`src/rtl/fetch_pkg.sv`:
```
// Shared types and constants for the RV32I fetch stage.
// Opcode values are also consumed by the control unit.
package fetch_pkg;

  localparam int XLEN = 32;

  localparam logic [31:0] NOP_INSTR = 32'h0000_0013;

  typedef enum logic {
    S_REQ  = 1'b0,
    S_WAIT = 1'b1
  } fetch_state_e;

  localparam logic [6:0] OP_LOAD   = 7'b0000011;
  localparam logic [6:0] OP_STORE  = 7'b0100011;
  localparam logic [6:0] OP_RTYPE  = 7'b0110011;
  localparam logic [6:0] OP_ITYPE  = 7'b0010011;
  localparam logic [6:0] OP_BRANCH = 7'b1100011;
  localparam logic [6:0] OP_JAL    = 7'b1101111;
  localparam logic [6:0] OP_JALR   = 7'b1100111;
  localparam logic [6:0] OP_LUI    = 7'b0110111;
  localparam logic [6:0] OP_AUIPC  = 7'b0010111;
  localparam logic [6:0] OP_SYSTEM = 7'b1110011;

  function automatic logic [XLEN-1:0] word_align(
    input logic [XLEN-1:0] a
  );
    return {a[XLEN-1:2], 2'b00};
  endfunction

endpackage

```
`src/rtl/if_out_reg.sv`:
```
// One-entry output register between fetch and decode.
// Flush beats load beats consume.
module if_out_reg
  import fetch_pkg::*;
(
  input  logic            clk,
  input  logic            reset,
  input  logic            load,
  input  logic            consume,
  input  logic            flush,
  input  logic [XLEN-1:0] load_pc,
  input  logic [31:0]     load_instr,
  output logic            valid,
  output logic [31:0]     instr,
  output logic [XLEN-1:0] pc
);

  logic            valid_q, valid_d;
  logic [31:0]     instr_q, instr_d;
  logic [XLEN-1:0] pc_q, pc_d;

  always_comb begin
    valid_d = valid_q;
    instr_d = instr_q;
    pc_d    = pc_q;
    if (flush) begin
      valid_d = 1'b0;
    end else if (load) begin
      valid_d = 1'b1;
      instr_d = load_instr;
      pc_d    = load_pc;
    end else if (consume) begin
      valid_d = 1'b0;
    end
  end

  always_ff @(posedge clk) begin
    if (reset) begin
      valid_q <= 1'b0;
      instr_q <= NOP_INSTR;
      pc_q    <= '0;
    end else begin
      valid_q <= valid_d;
      instr_q <= instr_d;
      pc_q    <= pc_d;
    end
  end

  assign valid = valid_q;
  assign instr = instr_q;
  assign pc    = pc_q;

endmodule

```
`src/rtl/fetch_unit.sv`:
```
// RV32I instruction fetch: PC, single-outstanding imem request FSM,
// redirect handling and the output register feeding decode.
module fetch_unit #(
  parameter int          XLEN     = 32,
  parameter logic [31:0] RESET_PC = 32'h0000_0000
) (
  input  logic            clk,
  input  logic            reset,
  output logic            imem_req_valid,
  input  logic            imem_req_ready,
  output logic [XLEN-1:0] imem_req_addr,
  input  logic            imem_resp_valid,
  input  logic [31:0]     imem_resp_data,
  output logic            if_valid,
  output logic [31:0]     if_instr,
  output logic [XLEN-1:0] if_pc,
  output logic [XLEN-1:0] if_pc_plus4,
  input  logic            id_ready,
  input  logic            redirect_valid,
  input  logic [XLEN-1:0] redirect_target
);

  import fetch_pkg::*;

  fetch_state_e    state_q, state_d;
  logic [XLEN-1:0] pc_q, pc_d;
  logic [XLEN-1:0] fetch_pc_q, fetch_pc_d;
  logic            drop_q, drop_d;

  logic req_fire;
  logic resp_fire;
  logic out_load;
  logic out_consume;

  assign imem_req_valid = !reset && (state_q == S_REQ)
                        && (!if_valid || id_ready);
  assign imem_req_addr  = pc_q;
  assign req_fire       = imem_req_valid && imem_req_ready;
  assign resp_fire      = !reset && (state_q == S_WAIT)
                        && imem_resp_valid;
  assign out_load       = resp_fire && !drop_q && !redirect_valid;
  assign out_consume    = if_valid && id_ready;
  assign if_pc_plus4    = if_pc + XLEN'(4);

  always_comb begin
    state_d    = state_q;
    pc_d       = pc_q;
    fetch_pc_d = fetch_pc_q;
    drop_d     = drop_q;
    unique case (state_q)
      S_REQ: begin
        if (req_fire) begin
          state_d    = S_WAIT;
          fetch_pc_d = pc_q;
          pc_d       = pc_q + XLEN'(4);
          // a redirect in the issue cycle makes this request stale
          drop_d     = redirect_valid;
        end
      end
      S_WAIT: begin
        if (resp_fire) begin
          state_d = S_REQ;
          drop_d  = 1'b0;
        end else if (redirect_valid) begin
          drop_d = 1'b1;
        end
      end
      default: state_d = S_REQ;
    endcase
    if (redirect_valid) begin
      pc_d = word_align(redirect_target);
    end
  end

  always_ff @(posedge clk) begin
    if (reset) begin
      state_q    <= S_REQ;
      pc_q       <= RESET_PC;
      fetch_pc_q <= '0;
      drop_q     <= 1'b0;
    end else begin
      state_q    <= state_d;
      pc_q       <= pc_d;
      fetch_pc_q <= fetch_pc_d;
      drop_q     <= drop_d;
    end
  end

  if_out_reg u_out (
    .clk        (clk),
    .reset      (reset),
    .load       (out_load),
    .consume    (out_consume),
    .flush      (redirect_valid),
    .load_pc    (fetch_pc_q),
    .load_instr (imem_resp_data),
    .valid      (if_valid),
    .instr      (if_instr),
    .pc         (if_pc)
  );

endmodule

```
`config.mk`:
```
export PLATFORM = sky130hd
export DESIGN_NAME = fetch_unit
export DESIGN_NICKNAME = d
export VERILOG_FILES = /design/src/rtl/fetch_pkg.sv /design/src/rtl/if_out_reg.sv /design/src/rtl/fetch_unit.sv
export SDC_FILE = /design/constraint.sdc
export NUM_CORES = 1
export LEC_CHECK = 0
export CAP_MARGIN = 20
export CORE_MARGIN = 2
export CORE_UTILIZATION = 30
export DETAILED_ROUTE_END_ITERATION = 10
export PLACE_DENSITY = 0.56
export RECOVER_POWER = 25
export SYNTH_ARGS = -nofsm -noshare
export SYNTH_HDL_FRONTEND = slang
export SYNTH_SLANG_ARGS = --single-unit
```
`constraint.sdc`:
```
create_clock -name clk -period 2.1 [get_ports clk]
set_input_delay 0.21 -clock clk [delete_from_list [all_inputs] [get_ports clk]]
set_output_delay 0.21 -clock clk [all_outputs]
set_load 0.02 [all_outputs]
```
# After elaboration in Yosys (flattened, before gate mapping)
# Cells that the tools add are included.
# word_totals
register_bits,131
# op_classes
bitwise_logic,2
add_sub_neg,2
n_eq_ne,3
reduce_logical,20
n_mux,12
# op_table
operator,n
2-to-1 mux 32 bit,3
"adder 32 x 3 -> 32 bit, second input constant",2
logical AND 1 bit,8
AND reduction 2 bit,4
2-to-1 mux 1 bit,7
logical NOT 1 bit,4
"inequality test 2 bit, second input constant",2
case mux 1 bit (2 select lines),2
nonzero test 2 bit,2
"inequality test 3 x 2 -> 1 bit, second input constant",1
inverter 1 bit,2
OR reduction 2 bit,1
logical OR 1 bit,1

# Depth between registers and ports, before layout
# Gate-level depths: netlist (run 1).
# depth
depth_word,7
mapped_depth,7
ltp_nobuf,6

# Hierarchy
# A second synthesis (run 1) with hierarchy kept.
# unflattened
hier_cells,781
area_unflattened_um2,6910.4
# by_module_without_submodules
module,seq_area_each_um2,cells_each,n_inst,area_each_um2
fetch_unit,1241.2,487,1,3774.9
if_out_reg,1301.2,294,1,3135.5

# Least setup slack after synthesis (run 1)
# OpenSTA, ideal clock, no wires.
# synth_timing
kind,reg2out
startpoint,reg u_out.pc_q[4] (netlist: u_out.pc[4])
endpoint,out if_pc_plus4[29]
stages_incl_launch_ff,6
setup_slack_ns,-0.091
required_ns,1.890
t_arrival_ns,1.981
path_cell_list,dfxtp_1 -> nand4_1 -> nor4_2 -> nand4_1 -> nor3_1 -> xor2_1
# synth_between
elab_chain_len,1
# synth_rtl
element,line_no,source
start: declaration,if_out_reg.sv:20,"logic [XLEN-1:0] pc_q, pc_d;"
start signal: assignment,if_out_reg.sv:45,pc_q <= pc_d;
adder 32 x 3 -> 32 bit,fetch_unit.sv:43,assign if_pc_plus4 = if_pc + XLEN'(4);
end: declaration,fetch_unit.sv:17,"output logic [XLEN-1:0] if_pc_plus4,"
# No other way between the ends.

# Worst setup path in the final report (run 1)
# layout_timing
startpoint,reg u_out.pc_q[3] (netlist: u_out.pc[3])
endpoint,out if_pc_plus4[30]
# Same word-level chain as after synthesis.

==> metrics.txt, run 1 <==
pin count of the biggest net entering global routing 59; setup tns final -0.811 ns; CP Capture Type primary output; clock skew approximately 0.007 ns; Clock Power Share 51.4%; synthesized instance count 713; Fin Hold WS approximately 0.14 ns; Tmin final between 2 and 2.5 ns; Vias/cell about 4.7; Post-Layout Inst Area 0.00899 mm²; Yosys reg bits between 100 and 150; cell taking the most area after synthesis dfxtp_1; initial antenna violation count 0; Worst IR Drop VDD about 0.00047 V; hpwl dp ~13 mm; Final Hold Viols 0; crit-path max FO 4; Die X around 140 µm; status finished, violations left; Cell Area, Synth ~0.0055 mm²; synth warn 0; worst r2r src state_q$_SDFF_PP0_; Syn-to-layout area delta 62.3%; total power ~0.0064 W; Seq/Total Area, Yosys 45.2%; CTS Sinks between 100 and 150; 1st-iter DRT viols ~250; failing checks negative setup slack; top cells by count, synth nand2_1 (216), dfxtp_1 (125), a21oi_1 (96), clkbuf_1 (44), xnor2_1 (42); dpl cell area about 0.0083 mm²; diode count 0; top cell type's share of synthesized area roughly 45%; post-detailed-route count of antenna-violating nets 0; area of the multi-input gates approximately 0.0030 mm²; Crit Path Class register to primary output; Arrival @ worst endpoint about 2.1 ns; CTS Buffer Depth 2; Synth async-reset ratio 0%; WP data required between 1.5 and 2 ns; Hold/Removal Path Class input port to register; top-count cell post-synth nand2_1; Die ar. 0.0196 mm²; ys flop type dfxtp_1; met2 Resource Use GR 29.6%; Leak around 3.4 nW; flop2flop setup slack approximately 0.1 ns; M3 GR Usage 6.06%; starting density of the core about 31%; Finish-stage setup viols 7; Switch Pwr approximately 0.0014 W; final RePlAce weighted congestion 0.777; M1 GR Usage a little under a quarter; WHS Path Cells 2; Power Internal between 0.004 and 0.005 W; Die Height between 100 and 150 µm; port buffer count around 190; grt ovf 0; DR vias around 5,700; DRC Markers 0; # fillers roughly 1,800; core area ~0.018 mm²; setup slack after layout -0.176 ns; total iterations of the first detailed-routing run 5; length in cells of the worst reg-to-reg path 5; sw frac approximately 22%; largest cells by area after synthesis dfxtp_1 (45%), nand2_1 (15%), a21oi_1 (8.7%); Final Max Tran Viols 0; Ports 200; Logic pwr share under 10%; sequential power share about two fifths; ratio of cells with drive above 1 in the final layout a little under a fifth; CTS buffer count 17; Worst-path clk slew roughly 0.05 ns; hold path start reset; number of synthesized flops with an enable pin 0; sequential cell area 0.00252 mm²; gr usage total a little under a fifth; Pwr Density roughly 710 mW/mm²; placed cells between 1,000 and 1,500; CTS tree yes; CP Launch Point u_out.pc[3]$_SDFFE_PP0P_; Cell variety after synth 42; Rel. slew slack between 40% and 50%; Max Cap Violations 0; Wirelength per Cell 14.6 µm; H-Tree Depth 4; Max Freq around 440 MHz; CP startpoint kind register; GR peak layer met2; first-pass GRT wire length 28.6 mm; worst-skew pair later-pin latency a little over 0.4 ns; # nets final 1,040; clock root cell clkbuf_16; setup repair after global routing missed its margin true; vias in the first global route between 5,000 and 6,000; cts hold-fix bufs 0; routed wire length ~18 mm; final worst-path cycle share 108%; row count 49; post-synthesis average cell area between 7 and 8 µm²; worst-margin pin slew approximately 0.83 ns; final std cells w/o fill 1,210
==> sequential cells by signal, summed over array words and instances (netlist names) <==
name and count:
u_out.instr 32, fetch_pc_q 30, imem_req_addr 30, u_out.pc 30
drop_q 1, state_q 1, u_out.valid 1
==> repair_timing <==
item,4_1_cts,5_1_grt
pin swaps,8,18
setup buffers,0,6
resized for setup,123,35
cloned,0,0
endpoints found under the hold margin,0,0
setup endpoints to repair,26,28
==> layout by cell type (no fill, tap or decap), types with 4 or more instances in the layout <==
cell,Yosys,routed
inv_1,8,8
dlygate4sd3_1,0,16
a21oi_1,96,96
dfxtp_1,125,116
nand3_1,20,15
xor2_1,11,11
a311oi_1,4,4
and4_1,6,6
buf_4,6,93
clkbuf_16,0,17
nand2_1,216,213
clkdlybuf4s50_1,0,147
nor2_4,0,5
a211oi_1,17,17
nor3_1,12,11
bufinv_16,0,6
xnor2_2,0,4
buf_6,1,4
nor3_2,4,5
conb_1,1,6
nor2_1,41,34
clkinv_2,0,5
buf_2,0,9
dfxtp_2,0,7
nand3b_1,4,4
nand4_1,16,16
xnor2_1,42,38
clkbuf_1,44,5
==> logic make-up after synthesis <==
group	count (synthesis)	synth area share, %
compound gates	125	12.6
xor+xnor	53	8.38
fa+ha+maj	2	0.452
buf+inv	60	4.61
flops	125	45.2
mux	2	0.362
other cells	1	0.0677
simple gates	345	28.3
==> final timing paths <==
check                                   end
hold reg to reg    u_out.pc[3]$_SDFFE_PP0P_
setup reg to reg  u_out.pc[21]$_SDFFE_PP0P_
setup / recovery            if_pc_plus4[30]
hold / removal     u_out.pc[2]$_SDFFE_PP0P_
==> area by class of cell <==
cell class,count,area share (%)
Sequential cell,125,28.0
Clock buffer,19,4.82
Tap cell,229,3.19
Timing Repair Buffer,282,28.2
Multi-Input combinational cell,533,33.0
Clock inverter,13,2.45
Inverter,9,0.376
==> stage by stage <==
step	setup WS, ns	utilization [%]
floorplan	0.0157	-
global placement	-0.212	45.9
detailed placement	-0.274	45.9
CTS	-0.184	49.4
global route	-0.292	49.9
finish	-0.176	49.9
==> worst max-delay path: stages (launching register included) <==
cell and delay [ns]:
dfxtp_4 0.37, ha_4 0.15, nand3_4 0.07, nor4_4 0.27, nand4_1 0.20, buf_6 0.20
nor2_4 0.07, xor2_1 0.17, buf_4 0.16
==> per-layer routing <==
| layer | vias up | wire, µm |
|---|---|---|
| met2 | 157 | 8210 |
| li1 | 2902 | - |
| met5 | - | 0 |
| met3 | 19 | 1290 |
| met4 | 0 | 254 |
| met1 | 2598 | 7930 |
==> power groups by stage <==
stage | logic (W) | registers [W] | clock network (W)
floorplan | 0.000207 | 0.00260 | 0
global placement | 0.000616 | 0.00254 | 0
detailed placement | 0.000615 | 0.00254 | 0
CTS | 0.000618 | 0.00249 | 0.00333
global route | 0.000651 | 0.00250 | 0.00343
finish | 0.000600 | 0.00249 | 0.00326
No activity file was read; power rests on OpenSTA's default activity.
==> inputs of run 2 (changes only) <==
Settings changed: GPL_TIMING_DRIVEN set to 0.
==> run 2 against run 1 <==
The run still ends with negative setup slack left. Power decreased by 5.8%. Critical path type unchanged. Clock power down 10%. Sequential power is essentially flat. Global-route usage grew 0.32 points.
==> metrics.txt, run 2 (synthesized netlist as in run 1, its figures left out) <==
Die ar. just under 0.02 mm²; CP Capture Type primary output; initial antenna violation count 1; most frequent cells in the layout nand2_1 (214), clkdlybuf4s50_1 (108), a21oi_1 (96); commonest non-fill, non-tap cell in the layout nand2_1; Die Height between 100 and 150 µm; flop2flop setup slack -0.07 ns; starting density of the core a little under a third; number of flip-flops in the largest register 32; vias in the first global route between 5,000 and 6,000; # nets final roughly 1,000; Tmin final roughly 2.2 ns; ratio of cells with drive above 1 in the final layout about 16%; length in cells of the worst reg-to-reg path 6; final worst-path cycle share 106%; WP data required 1.89 ns; post-place setup slack -0.790 ns; gr usage total 18.4%; status finished, violations left; row count just under 50; Rel. slew slack a little over half; port buffer count 190; core area between 0.015 and 0.02 mm²; total iterations of the first detailed-routing run 4; CTS Buffer Depth 2; Ports 200; worst r2r src state_q$_SDFF_PP0_; Arrival @ worst endpoint between 2 and 2.5 ns; CTS tree yes; Max Cap Violations 0; setup repair after global routing missed its margin true; clock root cell clkbuf_16; # fillers between 1,500 and 2,000; grt ovf 0; Crit Path Class register to primary output; setup slack after layout -0.130 ns; Max Freq ~450 MHz; worst-skew pair later-pin latency roughly 0.42 ns; clock skew about 0.0085 ns; pin count of the biggest net entering global routing 17; Hold EP imem_req_addr[27]$_SDFFE_PP0P_; total power ~0.0060 W; H-Tree Depth 4; Worst-path clk slew approximately 0.060 ns; Leak about 3.2 nW; WHS Path Cells 4; Wirelength per Cell between 15 and 20 µm; Hold/Removal Path Class input port to register; routed wire length roughly 18 mm; CTS buffer count 17; first-pass GRT wire length 28.7 mm; Final Hold Viols 0; CP startpoint kind register; Syn-to-layout area delta 57.6%; worst-margin pin slew 0.703 ns; final RePlAce weighted congestion between 0.7 and 0.8; DR vias around 5,600; post-detailed-route count of antenna-violating nets 0; Finish-stage setup viols 10; CTS Sinks around 130; hpwl dp about 13 mm; hold path start redirect_valid; Worst IR Drop VDD approximately 0.00052 V; Pwr Density 686 mW/mm²; Final Max Tran Viols 0; dpl cell area 0.00779 mm²; Post-Layout Inst Area between 0.008 and 0.009 mm²; DRC Markers 0; 1st-iter DRT viols between 200 and 300; failing checks negative setup slack; worst r2r dst imem_req_addr[27]$_SDFFE_PP0P_; Vias/cell 4.72; Die X 140 µm; crit-path max FO 4
-- run 2: cell types whose count changed in the layout (fill, tap and decap cells not counted), moves of 13 or more --
cell | before | now
dfxtp_4 | 2 | 15
clkbuf_1 | 5 | 40
clkdlybuf4s50_1 | 147 | 108
buf_4 | 93 | 37
dlygate4sd3_1 | 16 | 55
dfxtp_1 | 116 | 95
-- run 2: how the worst max path moves through the flow --
stage | startpoint | endpoint | slack [ns] | cells past startpoint
3_3_place_gp | imem_resp_valid | u_out.pc[24]$_SDFFE_PP0P_ | -0.89 | 6
5_1_grt | u_out.pc[11]$_SDFFE_PP0P_ | if_pc_plus4[29] | -0.25 | 8
6_report | u_out.pc[9]$_SDFFE_PP0P_ | if_pc_plus4[29] | -0.13 | 8
3_5_place_dp | u_out.pc[2]$_SDFFE_PP0P_ | if_pc_plus4[29] | -0.79 | 6
4_1_cts | u_out.pc[11]$_SDFFE_PP0P_ | if_pc_plus4[30] | -0.13 | 8
2_1_floorplan | u_out.pc[7]$_SDFFE_PP0P_ | if_pc_plus4[29] | 0.02 | 5
-- run 2: critical path, cell delays in order (launching register included) --
cell	delay (ns)
dfxtp_4	0.35
nand4_1	0.10
buf_6	0.15
nor4_4	0.25
nand4_1	0.15
buf_6	0.18
nor3_4	0.11
xor2_1	0.16
buf_4	0.16
-- run 2: layer usage --
metal  GRT usage (%)  wire length [µm]  up-vias
li1                -                 -     2855
met1            23.5              8170     2566
met2            29.7              8490      166
met3            5.57              1270       16
met4            6.42               289        0
met5               0                 0        -
-- run 2: area by class of cell --
cell class / count / area, µm² / area share, %
plain buffers: 50 / 221 / 2.54
well taps: 229 / 287 / 3.28
repair buffers: 209 / 2010 / 23.0
multi-input cells: 533 / 3010 / 34.5
inverters: 9 / 33.8 / 0.387
clock buffers: 17 / 425 / 4.87
clock inverters: 15 / 163 / 1.86
diodes: 1 / 2.50 / 0.0287
flip-flops and latches: 125 / 2580 / 29.5
-- run 2: per-stage QoR --
stage / setup TNS [ns] / hold WS, ns / instances / util [%]
detailed placement: -28.21 / 0.437 / 1138 / 43.2
global placement: -71.26 / 0.437 / 1137 / 43.2
floorplan: 0 / 0.326 / 718 / -
global route: -4.24 / 0.305 / 1188 / 48.4
finish: -0.774 / 0.290 / 1188 / 48.4
CTS: -0.705 / 0.247 / 1185 / 47.7
-- run 2: repair_timing --
| action | 4_1_cts | 5_1_grt |
|---|---|---|
| gates resized for setup | 151 | 49 |
| endpoints found under the setup margin | 38 | 71 |
| hold buffers | 0 | 0 |
| buffers inserted | 15 | 3 |
| pin swaps | 7 | 6 |
| cloned | 0 | 0 |
-- run 2: where the power goes --
group | internal [W] | switching (W)
Sequential | 0.00242 | 0.0000917
Clock | 0.00176 | 0.00116
Combinational | 0.000267 | 0.000279
Total | 0.00445 | 0.00153
